$ cat src/rtl/txshift_pkg.sv
// Shared definitions for the parametrised UART transmitter: parity modes,
// FSM state encoding and elaboration-time legality checks.
package txshift_pkg;

  localparam logic [1:0] PAR_NONE = 2'b00;
  localparam logic [1:0] PAR_EVEN = 2'b01;
  localparam logic [1:0] PAR_ODD  = 2'b10;
  localparam logic [1:0] PAR_MARK = 2'b11;

  localparam int unsigned DATA_W_MIN = 5;
  localparam int unsigned DATA_W_MAX = 9;

  typedef enum logic [2:0] {
    ST_IDLE   = 3'd0,
    ST_START  = 3'd1,
    ST_DATA   = 3'd2,
    ST_PARITY = 3'd3,
    ST_STOP   = 3'd4
  } tx_state_e;

  function automatic bit data_w_ok(input int unsigned w);
    return (w >= DATA_W_MIN) && (w <= DATA_W_MAX);
  endfunction

  function automatic bit depth_ok(input int unsigned d);
    return (d >= 2) && ((d & (d - 1)) == 0);
  endfunction

  // Data is zero-extended to the widest legal frame; extra zeros do not change the XOR.
  function automatic logic parity_bit(input logic [1:0] mode,
                                      input logic [DATA_W_MAX-1:0] d);
    logic p;
    case (mode)
      PAR_EVEN: p = ^d;
      PAR_ODD:  p = ~^d;
      default:  p = 1'b1;
    endcase
    return p;
  endfunction

endpackage

$ cat src/rtl/txshift_param_txfifo.sv
// Synchronous input FIFO for the transmitter; pointers carry one extra wrap bit
// so full and empty are distinguished without a separate counter.
module txfifo
  import txshift_pkg::*;
#(
  parameter int unsigned DATA_W = 8,
  parameter int unsigned DEPTH  = 4
) (
  input  logic                         clk,
  input  logic                         rst,
  input  logic                         push,
  input  logic                         pop,
  input  logic [DATA_W-1:0]            wdata,
  output logic [DATA_W-1:0]            head,
  output logic [$clog2(DEPTH+1)-1:0]   count,
  output logic                         full,
  output logic                         empty
);

  localparam int unsigned AW = $clog2(DEPTH);
  localparam int unsigned PW = AW + 1;
  localparam int unsigned CW = $clog2(DEPTH + 1);

  logic [DATA_W-1:0] mem [DEPTH];
  logic [PW-1:0]     wr_q, rd_q, wr_d, rd_d;
  logic              full_q;
  logic              do_push, do_pop;

  assign empty   = (wr_q == rd_q);
  assign full    = full_q;
  assign do_push = push & ~full_q;
  assign do_pop  = pop & ~empty;
  assign wr_d    = wr_q + PW'(do_push);
  assign rd_d    = rd_q + PW'(do_pop);
  assign count   = CW'(wr_q - rd_q);
  assign head    = mem[rd_q[AW-1:0]];

  // Full is registered from the next-state pointers so it always agrees with count.
  always_ff @(posedge clk) begin
    if (rst) begin
      wr_q   <= '0;
      rd_q   <= '0;
      full_q <= 1'b0;
    end else begin
      wr_q   <= wr_d;
      rd_q   <= rd_d;
      full_q <= ((wr_d - rd_d) == PW'(DEPTH));
    end
  end

  always_ff @(posedge clk) begin
    if (do_push) begin
      mem[wr_q[AW-1:0]] <= wdata;
    end
  end

endmodule

$ cat src/rtl/txshift_param.sv
// UART transmitter with integrated per-frame baud divider, input FIFO and
// runtime parity / stop-bit selection latched at each frame load.
module txshift_param
  import txshift_pkg::*;
#(
  parameter int unsigned DATA_W = 8,
  parameter int unsigned DEPTH  = 4,
  parameter int unsigned BAUD_W = 14
) (
  input  logic                       i_Pclk,
  input  logic                       i_Reset,
  input  logic [BAUD_W-1:0]          i_Baud,
  input  logic [1:0]                 i_Parity,
  input  logic                       i_Stop2,
  input  logic                       i_Enable,
  input  logic [DATA_W-1:0]          i_Data,
  output logic                       o_Tx_Serial,
  output logic                       o_Pready,
  output logic                       o_Busy,
  output logic [$clog2(DEPTH+1)-1:0] o_Count,
  output logic                       o_Ovf
);

  localparam int unsigned BW = $clog2(DATA_W);

  if (!data_w_ok(DATA_W) || !depth_ok(DEPTH)) begin : g_cfg_err
    $error("txshift_param: DATA_W must be 5..9 and DEPTH a power of 2 >= 2");
  end

  tx_state_e         state_q, state_d;
  logic              tx_q, tx_d;
  logic [BAUD_W-1:0] baud_cnt_q, baud_cnt_d;
  logic [BAUD_W-1:0] baud_div_q, baud_div_d;
  logic [BW-1:0]     bit_cnt_q, bit_cnt_d;
  logic [DATA_W-1:0] shreg_q, shreg_d;
  logic              par_en_q, par_en_d;
  logic              par_bit_q, par_bit_d;
  logic              stop2_q, stop2_d;
  logic              stop_sec_q, stop_sec_d;
  logic              ovf_q;

  logic              fifo_push, fifo_pop, fifo_full, fifo_empty;
  logic [DATA_W-1:0] fifo_head;

  logic              bit_end, last_stop, load;

  assign fifo_push = i_Enable & ~fifo_full;

  txfifo #(
    .DATA_W (DATA_W),
    .DEPTH  (DEPTH)
  ) u_fifo (
    .clk   (i_Pclk),
    .rst   (i_Reset),
    .push  (fifo_push),
    .pop   (fifo_pop),
    .wdata (i_Data),
    .head  (fifo_head),
    .count (o_Count),
    .full  (fifo_full),
    .empty (fifo_empty)
  );

  assign bit_end   = (baud_cnt_q == baud_div_q - BAUD_W'(1));
  assign last_stop = ~stop2_q | stop_sec_q;
  // Back-to-back load happens on the final stop cycle so frames abut with no idle gap.
  assign load      = ~fifo_empty &
                     ((state_q == ST_IDLE) | ((state_q == ST_STOP) & bit_end & last_stop));
  assign fifo_pop  = load;

  always_comb begin
    state_d    = state_q;
    tx_d       = tx_q;
    baud_cnt_d = bit_end ? '0 : baud_cnt_q + BAUD_W'(1);
    baud_div_d = baud_div_q;
    bit_cnt_d  = bit_cnt_q;
    shreg_d    = shreg_q;
    par_en_d   = par_en_q;
    par_bit_d  = par_bit_q;
    stop2_d    = stop2_q;
    stop_sec_d = stop_sec_q;

    case (state_q)
      ST_IDLE: begin
        tx_d       = 1'b1;
        baud_cnt_d = '0;
      end
      ST_START: begin
        if (bit_end) begin
          state_d   = ST_DATA;
          tx_d      = shreg_q[0];
          shreg_d   = shreg_q >> 1;
          bit_cnt_d = '0;
        end
      end
      ST_DATA: begin
        if (bit_end) begin
          if (bit_cnt_q == BW'(DATA_W - 1)) begin
            if (par_en_q) begin
              state_d = ST_PARITY;
              tx_d    = par_bit_q;
            end else begin
              state_d    = ST_STOP;
              tx_d       = 1'b1;
              stop_sec_d = 1'b0;
            end
          end else begin
            bit_cnt_d = bit_cnt_q + BW'(1);
            tx_d      = shreg_q[0];
            shreg_d   = shreg_q >> 1;
          end
        end
      end
      ST_PARITY: begin
        if (bit_end) begin
          state_d    = ST_STOP;
          tx_d       = 1'b1;
          stop_sec_d = 1'b0;
        end
      end
      ST_STOP: begin
        tx_d = 1'b1;
        if (bit_end) begin
          if (!last_stop) begin
            stop_sec_d = 1'b1;
          end else begin
            state_d = ST_IDLE;
          end
        end
      end
      default: begin
        state_d = ST_IDLE;
        tx_d    = 1'b1;
      end
    endcase

    // Frame configuration is captured only here, so mid-frame changes wait for the next load.
    if (load) begin
      state_d    = ST_START;
      tx_d       = 1'b0;
      baud_cnt_d = '0;
      baud_div_d = (i_Baud == '0) ? BAUD_W'(1) : i_Baud;
      bit_cnt_d  = '0;
      shreg_d    = fifo_head;
      par_en_d   = (i_Parity != PAR_NONE);
      par_bit_d  = parity_bit(i_Parity, DATA_W_MAX'(fifo_head));
      stop2_d    = i_Stop2;
      stop_sec_d = 1'b0;
    end
  end

  always_ff @(posedge i_Pclk) begin
    if (i_Reset) begin
      state_q    <= ST_IDLE;
      tx_q       <= 1'b1;
      baud_cnt_q <= '0;
      baud_div_q <= BAUD_W'(1);
      bit_cnt_q  <= '0;
      shreg_q    <= '0;
      par_en_q   <= 1'b0;
      par_bit_q  <= 1'b0;
      stop2_q    <= 1'b0;
      stop_sec_q <= 1'b0;
      ovf_q      <= 1'b0;
    end else begin
      state_q    <= state_d;
      tx_q       <= tx_d;
      baud_cnt_q <= baud_cnt_d;
      baud_div_q <= baud_div_d;
      bit_cnt_q  <= bit_cnt_d;
      shreg_q    <= shreg_d;
      par_en_q   <= par_en_d;
      par_bit_q  <= par_bit_d;
      stop2_q    <= stop2_d;
      stop_sec_q <= stop_sec_d;
      ovf_q      <= ovf_q | (i_Enable & fifo_full);
    end
  end

  assign o_Tx_Serial = tx_q;
  assign o_Pready    = ~fifo_full;
  assign o_Busy      = (state_q != ST_IDLE);
  assign o_Ovf       = ovf_q;

endmodule

$ cat config.mk
export PLATFORM = sky130hd
export DESIGN_NAME = txshift_param
export DESIGN_NICKNAME = d
export VERILOG_FILES = /design/src/rtl/txshift_pkg.sv /design/src/rtl/txshift_param_txfifo.sv /design/src/rtl/txshift_param.sv
export SDC_FILE = /design/constraint.sdc
export NUM_CORES = 1
export LEC_CHECK = 0
export ABC_CLOCK_PERIOD_IN_PS = 4200
export CAP_MARGIN = 10
export CORE_MARGIN = 1.5
export CORE_UTILIZATION = 58
export CTS_CLUSTER_SIZE = 12
export DETAILED_ROUTE_END_ITERATION = 8
export PLACE_DENSITY = 0.8
export RECOVER_POWER = 25
export SLEW_MARGIN = 30
export SYNTH_ARGS = -nofsm -noshare
export SYNTH_HDL_FRONTEND = slang
export SYNTH_SLANG_ARGS = --single-unit
$ cat constraint.sdc
create_clock -name i_Pclk -period 4.2 [get_ports i_Pclk]
set_input_delay 1.26 -clock i_Pclk [delete_from_list [all_inputs] [get_ports i_Pclk]]
set_output_delay 1.26 -clock i_Pclk [all_outputs]
set_load 0.005 [all_outputs]
* Word-level counts from Yosys, hierarchy flattened *
Memory sizes are Yosys's and may differ from the RTL's. A register that Yosys moved wholly into a read port is not among the register bits.
Cells that the tools add are included.

word-level totals
  input port bits = 28
  word-level logic and storage cells = 118
  memories kept = 1
  flip-flop bits (word level) = 55
  RAM bits = 32

operators by class
  reduce and logical (&&, ||, !) cells = 17
  equality and inequality tests = 27
  multiplexer cells = 37
  add/subtract/negate cells = 7
  bitwise gates (word level) = 14

memories
  memory      depth  width  rd ports  clocked after memory_dff  wr ports  line                        source
  u_fifo.mem  4      8      1         1                         1         txshift_param_txfifo.sv:24  logic [DATA_W-1:0] mem [DEPTH];

operators by type and width
  cell                   number
  $mux 8                 4
  $mux 3                 10
  $ne 3x2->1 const B     7
  $reduce_and 7->1       3
  $ne 2x2->1 const B     9
  $pmux 8 s2             1
  $mux 1                 15
  $pmux 3 s5             1
  $add 14x1->14 const B  1
  $eq 14x14->1           1
  $logic_not 14->1       1
  $mux 14                1
  $sub 14x1->14 const B  1
  $eq 3x3->1 const B     3
  $reduce_bool 3->1      3
  $reduce_xnor 9->1      1
  $reduce_xor 9->1       1
  $reduce_and 4->1       2
  $and 1x1->1            7
  $add 3x1->3            2
  $eq 3x2->1 const B     2
  $pmux 1 s3             2
  $pmux 3 s2             1
  $sub 3x3->3            2
  other kinds (15)       21

* Depth between registers and ports, before layout *
  depth after elaboration = 10
  mapped depth = 17
  mapped depth without buffers = 16

* Cells and area by module *
A second synthesis with hierarchy kept.

second synthesis, totals
  cells, all modules = 388
  area, all modules = 4,369.2 um^2

by module, submodules not included
  module         area each (um^2)  cells an instance  sequential area each (um^2)  times used
  txshift_param  2,776.4           302                960.9                        1
  txfifo         1,592.8           86                 1,101.1                      1

* Worst setup path after synthesis *
OpenSTA, ideal clock, no wires.

  kind = register to register
  from = register baud_div_q[0]
  to = register u_fifo.full_q, in the netlist u_fifo.full
  cell stages (with the launch flop) = 18
  arrival time = 3,313 ps
  setup time = 132 ps
  clock period less this slack = 3,444 ps
  data required time = 4,068 ps
  buffers on the path = 1
  slack = 756 ps
  cell sequence = dfxtp_1 -> inv_1 -> ha_1 -> nor2b_1 -> o21ai_0 -> a2111oi_0 -> nand4_1 -> o31ai_4 -> nand2_2 -> inv_2 -> buf_4 -> ha_1 -> ha_1 -> inv_1 -> ha_1 -> a21oi_1 -> xnor2_1 -> nor3_1

on the way
  longest elaborated chain between the ends = 10

ends and longest elaborated chain
  element                    line                        source
  start, declared            txshift_param.sv:33         logic [BAUD_W-1:0] baud_div_q, baud_div_d;
  start signal, assigned     txshift_param.sv:169        baud_div_q <= baud_div_d;
  $sub 14x1->14              txshift_param.sv:64         assign bit_end = (baud_cnt_q == baud_div_q - BAUD_W'(1));
  $eq 14x14->1               txshift_param.sv:64
  $and 1x1->1 (2 in series)  txshift_param.sv:68         ((state_q == ST_IDLE) | ((state_q == ST_STOP) & bit_end & last_stop));
  $or 1x1->1                 txshift_param.sv:68
  $and 1x1->1                txshift_param.sv:67         assign load = ~fifo_empty &
  via fifo_pop               txshift_param.sv:42         logic fifo_push, fifo_pop, fifo_full, fifo_empty;
  $and 1x1->1                txshift_param_txfifo.sv:32  assign do_pop = pop & ~empty;
  $add 3x1->3                txshift_param_txfifo.sv:34  assign rd_d = rd_q + PW'(do_pop);
  via u_fifo.rd_d[1]         txshift_param_txfifo.sv:25  logic [PW-1:0] wr_q, rd_q, wr_d, rd_d;
  $sub 3x3->3                txshift_param_txfifo.sv:47  full_q <= ((wr_d - rd_d) == PW'(DEPTH));
  $eq 3x3->1                 txshift_param_txfifo.sv:47
  end signal, assigned       txshift_param_txfifo.sv:47
  end, declared              txshift_param_txfifo.sv:26  logic full_q;

The timed path passes the listed nets, and every way through them passes these cells.
A chain may end at the register's enable or synchronous reset.

* Final worst setup path *
  from = register baud_div_q[0]
  to = register u_fifo.full_q, in the netlist u_fifo.full

on the way
  longest elaborated chain between the ends = 10

ends and longest elaborated chain
  element                    line
  $sub 14x1->14              txshift_param.sv:64
  $eq 14x14->1               txshift_param.sv:64
  $and 1x1->1 (2 in series)  txshift_param.sv:68
  $or 1x1->1                 txshift_param.sv:68
  $and 1x1->1                txshift_param.sv:67
  $and 1x1->1                txshift_param_txfifo.sv:32
  $add 3x1->3                txshift_param_txfifo.sv:34
  via u_fifo.rd_d[1]         txshift_param_txfifo.sv:25
  $sub 3x3->3                txshift_param_txfifo.sv:47
  $eq 3x3->1                 txshift_param_txfifo.sv:47

The timed path passes the listed nets, and every way through them passes these cells.

==> impl_metrics.csv <==
group,metric,value,unit
power,comb_power_share,45.0,%
timing,setup_viol,0,
layout,layout.nets,491,
timing,hold_slack,0.5029,ns
worst_hold_path,min_from,"bit_cnt_q[0]",
detailed_routing,vias_per_cell,5.900,
setup_path,rr_startpoint,"baud_div_q[0]",
global_route,grt_overflow_total,0,
detailed_routing,highest_layer,"met4",
logic_synthesis,synthSimpleGateAreaFrac,15.58,%
detailed_routing,met1_length,3931,um
setup_path,crit_path_end_kind,"flip-flop",
logic_synthesis,yosys.area_share.adder,4.773,%
power,switching_share,39.38,%
power,total_power,0.003198,W
layout,nFillCells,561,
layout,num_antenna_cells,0,
global_route,grt_pass1_vias,3116,
setup_path,r2r-end,"u_fifo.full",
setup_path,path_class,"reg2reg",
floorplan,start_util,60.00,%
logic_synthesis,synthMuxAreaShare,6.440,%
detailed_routing,ant_nets,0,
global_route,grtUsageTotal,24.61,%
clocking,clkTransAtPathRegs,0.10,ns
power,power_frac_clock,18.8,%
setup_path,worstPathArrival,4.18,ns
clocking,cts.path.max_buffers,2,
setup_path,crit_slowest_cell,"a2111oi_1",
logic_synthesis,synthesis.area,4352,um2
timing,fin_crit,3.891,ns
logic_synthesis,synth_top_area_share,25.30,%
detailed_routing,drt_pass1_iterations,4,
clocking,cts_tree,"done",
layout,drive_gt1_share,8.850,%
setup_path,rrSetupSlack,0.31,ns
timing,clock_skew,0.009392,ns
power,p_seq_share,36.2,%
setup_path,cpMostUsedCell,"ha_1",
logic_synthesis,synth_xor_area_share,8.453,%
run_status,status,"complete, no violations",
logic_synthesis,netlist_top_cells_area,"dfxtp_1 (25%), edfxtp_1 (22%), xnor2_1 (5.8%)",
timing,final-hold-violation-count,0,
timing,slew_headroom,47.16,%
worst_hold_path,hold_end,"bit_cnt_q[0]",
worst_hold_path,whs_path_depth,2,
layout,syn2layout_area_growth,14.23,%
worst_hold_path,hp-class,"reg2reg",
logic_synthesis,synth_top_family_by_area,"simple AND/OR/NAND/NOR gates",
power,power_density,643.4,nW/um2
flow_run,maxCapViolCount,0,
timing,slew_violations,0,
logic_synthesis,syn_avg_cell_area,10.46,um2
detailed_routing,drt_iter0_drc,212,
global_route,grt_pass1_wl,14790,um
layout,seqCellArea,2062,um2
logic_synthesis,synth-main-ff-cell,"dfxtp_1",
setup_path,path_cells,"inv_1, ha_1, nor2b_1, o21ai_0, a2111oi_1, nand4_1, o31ai_4, nand2_2, inv_2, ha_1, ha_1, inv_1, ha_1, a21oi_1, xnor2_1, nor3_1",
logic_synthesis,synthArstFlopShare,0,%
place,gp_congestion,0.8593,
floorplan,die_x,89.62,um
power,switching_power,0.001260,W
clocking,cts_root_buffer,"clkbuf_8",
floorplan,rows,31,
place,dp_hpwl,6547,um
logic_synthesis,syn_inst,416,
logic_synthesis,synth_top_cell_by_area,"dfxtp_1",
clocking,h-tree-depth,3,
detailed_routing,met2_length,4545,um
timing,final.setup.tns,0,ns
floorplan,die_area,8032,um2
clocking,cts.sinks,87,
power,intPower,0.001939,W
power,ir_drop,0.4568,mV
setup_path,crit_family,"compound AO/OA/AOI/OAI gates",
detailed_routing,post-route-drc-count,0,
clocking,cts_inserted_buffers,9,
setup_path,worst_ep_required_time,4.49,ns
logic_synthesis,synth_compound_area_share,13.34,%
clocking,worstSkewPairLatency,0.36,ns
power,leakage,1.832,nW
floorplan,core,7253,um2
logic_synthesis,synth-seq-area-share,47.38,%
detailed_routing,wl,9089,um
logic_synthesis,yosysUniqueCellTypes,61,
logic_synthesis,syn_nets,460,
setup_path,critPathBufInv,3,
detailed_routing,wl_per_cell,16.50,um
timing,rsz0062_at_grt,"no",
floorplan,io_pins,35,
timing,fin_ws,0.3085,ns
place,portBuffers,34,
detailed_routing,routed-wl-met3,344,um
logic_synthesis,synth_enable_flop_cells,32,
setup_path,critPathMaxFanout,13,
logic_synthesis,yosys-top-cells-count,"dfxtp_1 (55), edfxtp_1 (32), nor2_1 (31)",
timing,worstMarginPinSlew,0.7926,ns
detailed_routing,via_count,3251,
logic_synthesis,synth_most_common_cell,"dfxtp_1",
global_route,grt_max_degree,22,
timing,fmax,0.2570,GHz
setup_path,ff2ff_path_depth,16,
timing,fin_crit_sh,92.65,%
logic_synthesis,yosys_warnings,0,
place,dpl_cell_area,4750,um2
global_route,antenna_found_initial,0,
floorplan,die_y,89.62,um
setup_path,slowest_delay,0.49,ns
logic_synthesis,synth-seq-cells,87,
layout,multi_input_area,2116,um2
place,place_ws,0.2396,ns
layout,final_cell_area,4971,um2
setup_path,critPathLaunchType,"flip-flop",
-- cell usage in the layout (no fill, tap or decap), drive strengths merged, types with 3 or more instances in the layout --
cell           synthesis  final
nand3                 23     23
o31ai                 10     10
a21oi                 27     27
dlygate4sd3            0      8
xor2                  13     13
a211oi                 4      4
a31o                   3      3
nor4                   7      7
buf                    7      7
mux2i                 10     10
nand4                  4      4
a311oi                 3      3
dfxtp                 55     55
and2                   3      3
nor2b                  9      9
clkdlybuf4s50          0     26
o21ai                 18     18
inv                   19     21
and3                   8      8
clkinv                 0      3
clkbuf                14      9
o211ai                 4      4
nand2                 18     18
a31oi                  4      4
xnor2                 29     29
nor3                   9      9
or3                    3      3
ha                    15     15
nor2                  31     31
mux4                   8      8
edfxtp                32     32
-- routing by layer --
layer,GRT usage [%],vias to the layer above
met4,12.31,0
met2,41.93,90
li1,-,1579
met5,0,-
met1,30.14,1556
met3,4.296,26
-- worst reg2reg max path, stage by stage (launching register included) --
cell and delay [ns]:
dfxtp_1 0.45, inv_1 0.10, ha_1 0.29, nor2b_1 0.19
o21ai_0 0.13, a2111oi_1 0.49, nand4_1 0.30, o31ai_4 0.27
nand2_2 0.21, inv_2 0.25, ha_1 0.19, ha_1 0.22
inv_1 0.08, ha_1 0.24, a21oi_1 0.18, xnor2_1 0.09
nor3_1 0.15
-- registers in the layout, summed over array words and instances, names as in the netlist --
signal       cells
stop_sec_q       1
state_q          3
u_fifo.full      1
bit_cnt_q        3
o_Ovf            1
baud_div_q      14
u_fifo.wr_q      3
stop2_q          1
shreg_q          8
o_Tx_Serial      1
par_bit_q        1
u_fifo.rd_q      3
u_fifo.mem      32
baud_cnt_q      14
par_en_q         1
-- worst max-delay path by stage --
stage                             start          end  slack (ns)  cells past startpoint
after floorplan           baud_div_q[0]  u_fifo.full        0.76                     17
after global placement    baud_div_q[0]  u_fifo.full        0.54                     16
after detailed placement  baud_div_q[0]  u_fifo.full        0.24                     16
after CTS                 baud_div_q[0]  u_fifo.full        0.22                     16
after global routing      baud_div_q[0]  u_fifo.full       0.009                     16
final                     baud_div_q[0]  u_fifo.full        0.31                     16
-- power by group through the flow --
| stage | Combinational (W) | Clock, W | Sequential (W) |
|---|---|---|---|
| after floorplan | 0.00110 | 0 | 0.00113 |
| after global placement | 0.00135 | 0 | 0.00117 |
| after detailed placement | 0.00138 | 0 | 0.00117 |
| after CTS | 0.00139 | 0.000613 | 0.00115 |
| after global routing | 0.00157 | 0.000649 | 0.00118 |
| final | 0.00144 | 0.000602 | 0.00116 |
-- per-stage QoR --
| step | util [%] | std cells |
|---|---|---|
| floorplan | - | 416 |
| global route | 68.54 | 551 |
| detailed placement | 65.48 | 533 |
| CTS | 68.31 | 549 |
| finish | 68.54 | 551 |
| global placement | 65.48 | 533 |
-- final cells by class --
type,instances,share of cell area [%]
inverters,19,1.435
well taps,99,2.492
multi-input cells,289,42.56
clock buffers,9,2.492
clock inverters,7,1.636
flip-flops and latches,87,41.48
repair buffers,41,7.903
-- timing repair --
| action | 4_1_cts | 5_1_grt |
|---|---|---|
| setup endpoints to repair | 0 | 1 |
| buffers inserted | 0 | 2 |
| hold buffers | 0 | 0 |
| endpoints found under the hold margin | 0 | 0 |
| resized for setup | 0 | 1 |
-- cell families (layout without fill, tap and decap cells) --
kind of cell | Yosys count | in the layout
AOI/OAI and AO/OA | 87 | 87
and+or+nand+nor | 126 | 126
adders and majority gates | 16 | 16
buffers and inverters | 40 | 76
DFF | 87 | 87
muxes | 18 | 18
xor gates and xnor gates | 42 | 42
(Power assumes the default switching activity.)
